<file path="src/rtl/sdes_pkg.sv">
// S-DES constants shared by the decrypt core: FSM state type, permutation
// tables (1-based, leftmost bit = 1), S-box contents and small helpers.
package sdes_pkg;

  typedef enum logic [2:0] {
    StIdle,
    StKeygen,
    StRound1,
    StRound2,
    StDone
  } sdes_state_e;

  localparam int P10Tbl   [10] = '{3, 5, 2, 7, 4, 10, 1, 9, 8, 6};
  localparam int P8Tbl    [8]  = '{6, 3, 7, 4, 8, 5, 10, 9};
  localparam int IpTbl    [8]  = '{2, 6, 3, 1, 4, 8, 5, 7};
  localparam int IpInvTbl [8]  = '{4, 1, 3, 5, 7, 2, 8, 6};
  localparam int EpTbl    [8]  = '{4, 1, 2, 3, 2, 3, 4, 1};
  localparam int P4Tbl    [4]  = '{2, 4, 3, 1};

  // Indexed [row][column].
  localparam logic [1:0] S0Tbl [4][4] = '{
    '{2'd1, 2'd0, 2'd3, 2'd2},
    '{2'd3, 2'd2, 2'd1, 2'd0},
    '{2'd0, 2'd2, 2'd1, 2'd3},
    '{2'd3, 2'd1, 2'd3, 2'd2}
  };
  localparam logic [1:0] S1Tbl [4][4] = '{
    '{2'd0, 2'd1, 2'd2, 2'd3},
    '{2'd2, 2'd0, 2'd1, 2'd3},
    '{2'd3, 2'd0, 2'd1, 2'd0},
    '{2'd2, 2'd1, 2'd0, 2'd3}
  };

  function automatic logic [0:9] perm_p10(input logic [0:9] k);
    logic [0:9] r;
    for (int i = 0; i < 10; i++) r[i] = k[P10Tbl[i]-1];
    return r;
  endfunction

  function automatic logic [0:7] perm_p8(input logic [0:9] k);
    logic [0:7] r;
    for (int i = 0; i < 8; i++) r[i] = k[P8Tbl[i]-1];
    return r;
  endfunction

  function automatic logic [0:7] perm_ip(input logic [0:7] d);
    logic [0:7] r;
    for (int i = 0; i < 8; i++) r[i] = d[IpTbl[i]-1];
    return r;
  endfunction

  function automatic logic [0:7] perm_ip_inv(input logic [0:7] d);
    logic [0:7] r;
    for (int i = 0; i < 8; i++) r[i] = d[IpInvTbl[i]-1];
    return r;
  endfunction

  function automatic logic [0:7] perm_ep(input logic [0:3] d);
    logic [0:7] r;
    for (int i = 0; i < 8; i++) r[i] = d[EpTbl[i]-1];
    return r;
  endfunction

  function automatic logic [0:3] perm_p4(input logic [0:3] d);
    logic [0:3] r;
    for (int i = 0; i < 4; i++) r[i] = d[P4Tbl[i]-1];
    return r;
  endfunction

  // Left rotations of a 5-bit key half.
  function automatic logic [0:4] ls1(input logic [0:4] h);
    return {h[1:4], h[0]};
  endfunction

  function automatic logic [0:4] ls2(input logic [0:4] h);
    return {h[2:4], h[0:1]};
  endfunction

  // Row from outer bits (1,4), column from inner bits (2,3).
  function automatic logic [1:0] s0_lookup(input logic [0:3] x);
    return S0Tbl[{x[0], x[3]}][{x[1], x[2]}];
  endfunction

  function automatic logic [1:0] s1_lookup(input logic [0:3] x);
    return S1Tbl[{x[0], x[3]}][{x[1], x[2]}];
  endfunction

endpackage

</file>
<file path="src/rtl/sdes_decrypt_core_fk.sv">
// S-DES round function Fk: combinational, left half mixed, right half passed.
module sdes_fk (
  input  logic [0:7] data_i,
  input  logic [0:7] subkey_i,
  output logic [0:7] data_o
);
  import sdes_pkg::*;

  logic [0:7] mixed;
  logic [0:3] sbox_out;

  // Expand right half, key it, substitute, permute and fold into left half.
  always_comb begin
    mixed    = perm_ep(data_i[4:7]) ^ subkey_i;
    sbox_out = {s0_lookup(mixed[0:3]), s1_lookup(mixed[4:7])};
    data_o   = {data_i[0:3] ^ perm_p4(sbox_out), data_i[4:7]};
  end

endmodule

</file>
<file path="src/rtl/sdes_decrypt_core.sv">
// S-DES decryption engine: one job at a time, fixed 4-edge latency from
// accept to out_valid, result held until the consumer takes it.
module sdes_decrypt_core (
  input  logic       clk,
  input  logic       rst_n,
  input  logic       in_valid,
  output logic       in_ready,
  input  logic [0:9] key,
  input  logic [0:7] cipher_in,
  output logic       out_valid,
  input  logic       out_ready,
  output logic [0:7] plain_out,
  output logic       busy
);
  import sdes_pkg::*;

  sdes_state_e state_q, state_d;

  logic [0:9] key_q, key_d;
  logic [0:7] data_q, data_d;
  logic [0:7] k1_q, k1_d;
  logic [0:7] k2_q, k2_d;
  logic [0:7] plain_q, plain_d;

  logic [0:9] p10_key;
  logic [0:4] half_l1, half_r1;
  logic [0:7] fk_subkey, fk_out;

  // State register with synchronous active-low reset.
  always_ff @(posedge clk) begin
    if (!rst_n) begin
      state_q <= StIdle;
    end else begin
      state_q <= state_d;
    end
  end

  // Next-state logic: fixed walk through the rounds, wait in DONE for the consumer.
  always_comb begin
    state_d = state_q;
    unique case (state_q)
      StIdle:   if (in_valid) state_d = StKeygen;
      StKeygen: state_d = StRound1;
      StRound1: state_d = StRound2;
      StRound2: state_d = StDone;
      StDone:   if (out_ready) state_d = StIdle;
      default:  state_d = StIdle;
    endcase
  end

  // Handshake and status outputs are pure functions of the state.
  always_comb begin
    in_ready  = (state_q == StIdle);
    busy      = (state_q != StIdle);
    out_valid = (state_q == StDone);
    plain_out = plain_q;
  end

  // Key schedule front end: P10 then LS-1 on each half (shared by K1 and K2).
  always_comb begin
    p10_key = perm_p10(key_q);
    half_l1 = ls1(p10_key[0:4]);
    half_r1 = ls1(p10_key[5:9]);
  end

  // Decryption applies K2 first, then K1; one Fk instance serves both rounds.
  always_comb begin
    fk_subkey = (state_q == StRound1) ? k2_q : k1_q;
  end

  sdes_fk u_fk (
    .data_i   (data_q),
    .subkey_i (fk_subkey),
    .data_o   (fk_out)
  );

  // Datapath next-state: capture on accept, then one transform per state.
  always_comb begin
    key_d   = key_q;
    data_d  = data_q;
    k1_d    = k1_q;
    k2_d    = k2_q;
    plain_d = plain_q;
    unique case (state_q)
      StIdle: begin
        if (in_valid) begin
          key_d  = key;
          data_d = cipher_in;
        end
      end
      StKeygen: begin
        k1_d   = perm_p8({half_l1, half_r1});
        k2_d   = perm_p8({ls2(half_l1), ls2(half_r1)});
        data_d = perm_ip(data_q);
      end
      StRound1: begin
        data_d = {fk_out[4:7], fk_out[0:3]};
      end
      StRound2: begin
        plain_d = perm_ip_inv(fk_out);
      end
      default: ;
    endcase
  end

  // Datapath registers; reset wipes key material as well as the result.
  always_ff @(posedge clk) begin
    if (!rst_n) begin
      key_q   <= '0;
      data_q  <= '0;
      k1_q    <= '0;
      k2_q    <= '0;
      plain_q <= '0;
    end else begin
      key_q   <= key_d;
      data_q  <= data_d;
      k1_q    <= k1_d;
      k2_q    <= k2_d;
      plain_q <= plain_d;
    end
  end

endmodule
</file>
<file path="config.mk">
export PLATFORM = sky130hd
export DESIGN_NAME = sdes_decrypt_core
export DESIGN_NICKNAME = d
export VERILOG_FILES = /design/src/rtl/sdes_pkg.sv /design/src/rtl/sdes_decrypt_core_fk.sv /design/src/rtl/sdes_decrypt_core.sv
export SDC_FILE = /design/constraint.sdc
export NUM_CORES = 1
export LEC_CHECK = 0
export BUFFER_PORTS_ARGS = -buffer_cell sky130_fd_sc_hd__buf_2
export CORE_MARGIN = 2
export CORE_UTILIZATION = 40
export DETAILED_ROUTE_END_ITERATION = 8
export SLEW_MARGIN = 30
export SYNTH_ARGS = -nofsm -noshare
export SYNTH_HDL_FRONTEND = slang
export SYNTH_SLANG_ARGS = --single-unit
</file>
<file path="constraint.sdc">
create_clock -name clk -period 7.3 [get_ports clk]
set_input_delay 1.46 -clock clk [delete_from_list [all_inputs] [get_ports clk]]
set_output_delay 1.46 -clock clk [all_outputs]
set_load 0.02 [all_outputs]
</file>
-- Word level (Yosys, flattened, before mapping)
Cells that the tools add are included.
- order comparisons: 4
- bitwise logic cells: 7
- muxes and demuxes: 18
- reductions and logical operators: 8
- equal/unequal tests: 6
- operators by type and width (kind ; count):
    8-bit two-way mux ; 6
    8-bit binary-select mux with 2-bit select ; 2
    8-bit case mux with 3 select lines ; 1
    3-bit case mux with 5 select lines ; 1
    3-bit >= comparator, second input constant ; 4
    2-bit inverter with 3-bit output ; 4
    2-bit binary-select mux with 2-bit select ; 2
    2-bit two-way mux ; 4
    8-bit bitwise XOR ; 1
    3-bit by 2-bit equality test with 1-bit output, second input constant ; 2
    3-bit two-way mux ; 2
    2-bit AND reduction ; 3
    3-bit nonzero test ; 2
    4-bit bitwise XOR ; 1
    3-bit by 1-bit equality test with 1-bit output, second input constant ; 1
    3-bit equality test, second input constant ; 1
    3-bit logical NOT ; 1
    3-bit AND reduction ; 1
    2-bit by 1-bit != test with 1-bit output, second input constant ; 1
    2-bit != test, second input constant ; 1
    2-bit nonzero test ; 1
    1-bit inverter ; 1
- register bits after elaboration: 45

-- Longest topological paths before layout
- depth in word-level cells: 12
- gate-level depth with buffers: 11
- depth with buffers taken out: 9

-- Cells and area by module
Synthesis repeated with hierarchy kept, for this count alone.
- cell total of the unflattened synthesis: 226
- area total of the unflattened synthesis: 2144.6 um2
- modules (own cells, without submodules) (module ; area each (um2) ; cells an instance ; times used ; seq. area each (um2)):
    sdes_decrypt_core ; 1865.5 ; 189 ; 1 ; 780.7
    sdes_fk ; 279.0 ; 37 ; 1 ; 0.0

-- Worst setup path after synthesis
OpenSTA, ideal clock, no wires.
- path kind: flip-flop to output port
- from: reg state_q[0]
- to: out busy
- data arrival time: 1321 ps
- stages on the path, launching flop included: 4
- path buffers: 1
- slack: 4519 ps
- cells stage by stage: dfxtp_1 -> buf_4 -> nor3_1 -> inv_1
- word-level cells in the longest chain between the ends: 1
- ends and longest elaborated chain (item ; line ; text):
    from (decl) ; sdes_decrypt_core.sv:17 ; sdes_state_e state_q, state_d;
    from (signal assigned) ; sdes_decrypt_core.sv:32 ; state_q <= StIdle;
    from (signal assigned) ; sdes_decrypt_core.sv:34 ; state_q <= state_d;
    3-bit nonzero test ; sdes_decrypt_core.sv:54 ; busy = (state_q != StIdle);
    to (decl) ; sdes_decrypt_core.sv:13 ; output logic busy
Every way passes these cells.

-- Final worst setup path
- from: reg state_q[1]
- to: reg data_q[4] (netlist name)
- word-level cells in the longest chain between the ends: 12
- ends and longest elaborated chain (item ; line ; text):
    3-bit by 2-bit equality test with 1-bit output ; sdes_decrypt_core.sv:68, sdes_decrypt_core.sv:84 ;
    8-bit two-way mux ; sdes_decrypt_core.sv:68 ; fk_subkey = (state_q == StRound1) ? k2_q : k1_q;
    8-bit bitwise XOR ; sdes_decrypt_core_fk.sv:14 ; mixed = perm_ep(data_i[4:7]) ^ subkey_i;
    2-bit inverter with 3-bit output (implied by the code) ; sdes_pkg.sv:81 ; return S0Tbl[{x[0], x[3]}][{x[1], x[2]}];
    8-bit binary-select mux with 2-bit select ; sdes_pkg.sv:81 ;
    8-bit two-way mux (implied by the code) (2 in a row) ; sdes_pkg.sv:81 ;
    2-bit binary-select mux with 2-bit select ; sdes_pkg.sv:81 ;
    2-bit two-way mux (implied by the code) (2 in a row) ; sdes_pkg.sv:81 ;
    4-bit bitwise XOR ; sdes_decrypt_core_fk.sv:16 ; data_o = {data_i[0:3] ^ perm_p4(sbox_out), data_i[4:7]};
    8-bit case mux with 3 select lines ; sdes_decrypt_core.sv:84 ; unique case (state_q)
    to (signal assigned) ; sdes_decrypt_core.sv:116 ; data_q <= data_d;
    to (decl) ; sdes_decrypt_core.sv:20 ; logic [0:7] data_q, data_d;
Several ways; a longest one is shown, not always the timed one. The select of a mux whose other input is x is not followed.
A chain may end at the register's enable or synchronous reset.

==> impl_results.md <==
* Fillers at about 510
* Final TNS setup at 0 ns
* Worst hold path class: reg -> reg
* Vias in the first global route at 1569
* Yosys cell types at 45
* Pre-Repair DR Iteration Count at 4
* Max cap viols at 0
* Final Cycle Share at about two fifths
* Hpwl dp at around 3100 um
* Combinational share of power at about a quarter
* Post-route cell area at between 2000 and 2500 um^2
* DR WL/cell at ~13 um
* Final #Nets at 298
* Post-Syn Nets at roughly 270
* Register area share after synthesis at 36.0%
* Post-Synthesis Cells at about 250
* Initial antenna violation count at 0
* Top_reg_cell synth: dfxtp_1
* Flops & latches, synth at 39
* Final setup vio count at 0
* N_diodes at 0
* Vias at ~1800
* Fraction of layout instances using a drive strength above 1 at between 20% and 30%
* DRT iter0 DRCs at 65
* Setup bufs post-CTS at 0
* Slowest cell on the critical path: nor3b_4
* CTS Hold Bufs at 0
* DIE HEIGHT at a little under 80 um
* Max-slew violation count at 0
* Switching share of total power at between 30% and 40%
* Setup crit end kind: flip-flop
* Total CTS buffers at 5
* RSZ-0062 raised after global routing: false
* Synthesized area at roughly 2200 um^2
* Slew HR at approximately 54%
* Clk pwr share at 31.3%
* WP data arrival at about 3.1 ns
* Clk root buf: clkbuf_8
* GR Overflow Total at 0
* CTS Buffer Depth at 2
* Area grow syn2layout at 13.5%
* IO Pins at 33
* Area of the die at approximately 6000 um^2
* Least-Margin Pin Slew at about 0.69 ns
* IO buf count at 32
* Crit path cell chain: nor3b_4, buf_8, mux2i_2, xor2_2, ha_1, mux2i_1, a32oi_1, nor3_1, or3_1
* Final worst path period need at roughly 2.9 ns
* GP Congestion at slightly above 0.8
* P per Cell Area at between 200 and 250 nW/um^2
* Reg clk slew, reported paths at roughly 0.09 ns
* Clk sinks at 39
* Floorplan row count at 26
* First-pass GRT wire length at around 7600 um
* Placed cell area at between 2000 and 2500 um^2
* Number of vias per cell at between 5 and 6
* Largest net degree at the start of global routing at 40
* Core Box Area at 5170 um^2
* Mean Syn Cell Area at about 8.7 um^2
* GRT Total Usage at about 16%
* Starting Density at between 40% and 50%
* Clock Skew at ~0.0039 ns
* Peak supply drop at 0.0000909 V
* Switching pwr at between 150 and 200 uW
* Flop pwr share at approximately 42%
* Crit path largest cell delay at between 0.5 and 0.6 ns
* WL final at roughly 4500 um
* Post-route ant nets at 0
* Synthesis Warnings at 0
* Cell-internal power at 405 uW
* Status: finished, final reports clean
* Kind of critical path: reg -> reg
* H-Tree Depth at 2
* CP Max Fanout at 10
* Leak pwr at 0.949 nW
* Max Clk Rate at between 0.3 and 0.4 GHz
* FFs w/ async S/R, synth at 0%
* Critical Path Start Type: flip-flop
* DRC viols at 0
* Hold Violations, Final at 0
* Die W at between 70 and 80 um
* Clk_lat worst skew at ~0.30 ns
* CTS tree: built
* Post-synth EDFFs at 0
* PostCTS Resize Cnt at 0
* CP required at about 7.5 ns
## synthesized netlist by cell type (3+ instances only)
cell type	number	share of area (%)
nor2_1	8	1.4
a22oi_1	6	2.1
a21oi_1	6	1.4
ha_1	3	1.7
inv_1	3	0.52
xor2_2	3	2.3
a31oi_1	3	0.87
mux2i_1	9	4.2
nor3b_1	4	1.4
and2_1	3	0.87
dfxtp_1	39	36
o21ai_0	13	3.0
xnor2_1	6	2.4
nand2_1	61	11
clkbuf_1	10	1.7
buf_6	4	2.1
nor3_1	6	1.4
a21boi_0	25	8.7
## critical path: cells and delay by family, from the launching register on
family | cells | cell delay [ns]
fa+ha+maj | 1 | 0.18
xor+xnor | 1 | 0.26
buf+inv | 1 | 0.23
mux | 2 | 0.33
flops | 1 | 0.51
compound gates | 1 | 0.30
simple gates | 3 | 1.00
## layer usage
layer	wire, um	GRT usage, %
met5	0	0
met4	45	4.46
met3	240	5.35
met2	2040	24.5
met1	2170	21.3
## registers in the layout (all words and copies together) (netlist names)
| name | cells |
|---|---|
| key_q | 10 |
| k1_q | 7 |
| state_q | 3 |
| k2_q | 3 |
| plain_out | 8 |
| data_q | 8 |
## cell type report
cell class / instances / area (um^2) / share of cell area [%]
clock buffer: 5 / 68.8 / 2.80
clock inverter: 3 / 43.8 / 1.78
inverter: 3 / 11.3 / 0.458
multi-input combinational: 189 / 1280 / 51.9
sequential: 39 / 781 / 31.8
tap: 70 / 87.6 / 3.56
timing repair buffer: 35 / 190 / 7.74
## logic make-up (layout without fill, tap and decap cells)
group                    Yosys count  after routing  synth area share [%]
AND/OR/NAND/NOR                   96             96                  20.9
XOR/XNOR                          14             14                  8.26
flip-flops                        39             39                  36.0
buffers and inverters             20             46                  5.03
adder cells (fa/ha/maj)            3              3                  1.73
multiplexers                      14             14                  8.03
AO/OA/AOI/OAI                     62             62                  20.0
## stage by stage
stage / total power [mW] / setup WS (ns) / util, % / cells / hold WS (ns)
2_1_floorplan: 0.386 / 4.52 / - / 248 / 0.441
3_3_place_gp: 0.417 / 4.27 / 45.1 / 335 / 0.451
3_5_place_dp: 0.419 / 4.18 / 45.1 / 335 / 0.458
4_1_cts: 0.607 / 4.17 / 47.2 / 343 / 0.470
5_1_grt: 0.639 / 4.22 / 47.5 / 344 / 0.481
6_report: 0.604 / 4.38 / 47.5 / 344 / 0.464
## layout by cell type, fill, tap and decap left out, types with 3 or more instances in the layout
cell | synthesis | layout
a21boi_0 | 25 | 25
nand2_1 | 61 | 61
dfxtp_1 | 39 | 39
a21oi_1 | 6 | 6
and2_1 | 3 | 3
nor2_1 | 8 | 8
xnor2_1 | 6 | 6
a22oi_1 | 6 | 6
xor2_2 | 3 | 3
a31oi_1 | 3 | 3
clkbuf_8 | 0 | 5
nor3b_1 | 4 | 4
nor3_1 | 6 | 6
mux2i_1 | 9 | 9
inv_1 | 3 | 3
ha_1 | 3 | 3
o21ai_0 | 13 | 13
buf_2 | 0 | 32
## path summary, 6_finish.rpt
| path | startpoint | to | slack, ns | depth (start not counted) |
|---|---|---|---|---|
| min reg2reg | plain_out[4] | plain_out[4] | 0.46 | 2 |
| max reg2reg | state_q[1] | data_q[4] | 4.38 | 9 |
| max | state_q[1] | data_q[4] | 4.38 | 9 |
| min | plain_out[4] | plain_out[4] | 0.46 | 2 |
## power by group through the flow
stage | Combinational [mW] | Clock [mW] | Sequential (mW)
after global placement | 0.156 | 0 | 0.261
after global routing | 0.178 | 0.202 | 0.259
after CTS | 0.159 | 0.192 | 0.256
after floorplan | 0.136 | 0 | 0.250
after detailed placement | 0.158 | 0 | 0.261
final | 0.160 | 0.189 | 0.256
Note: power is estimated with default switching activity, not from simulation.
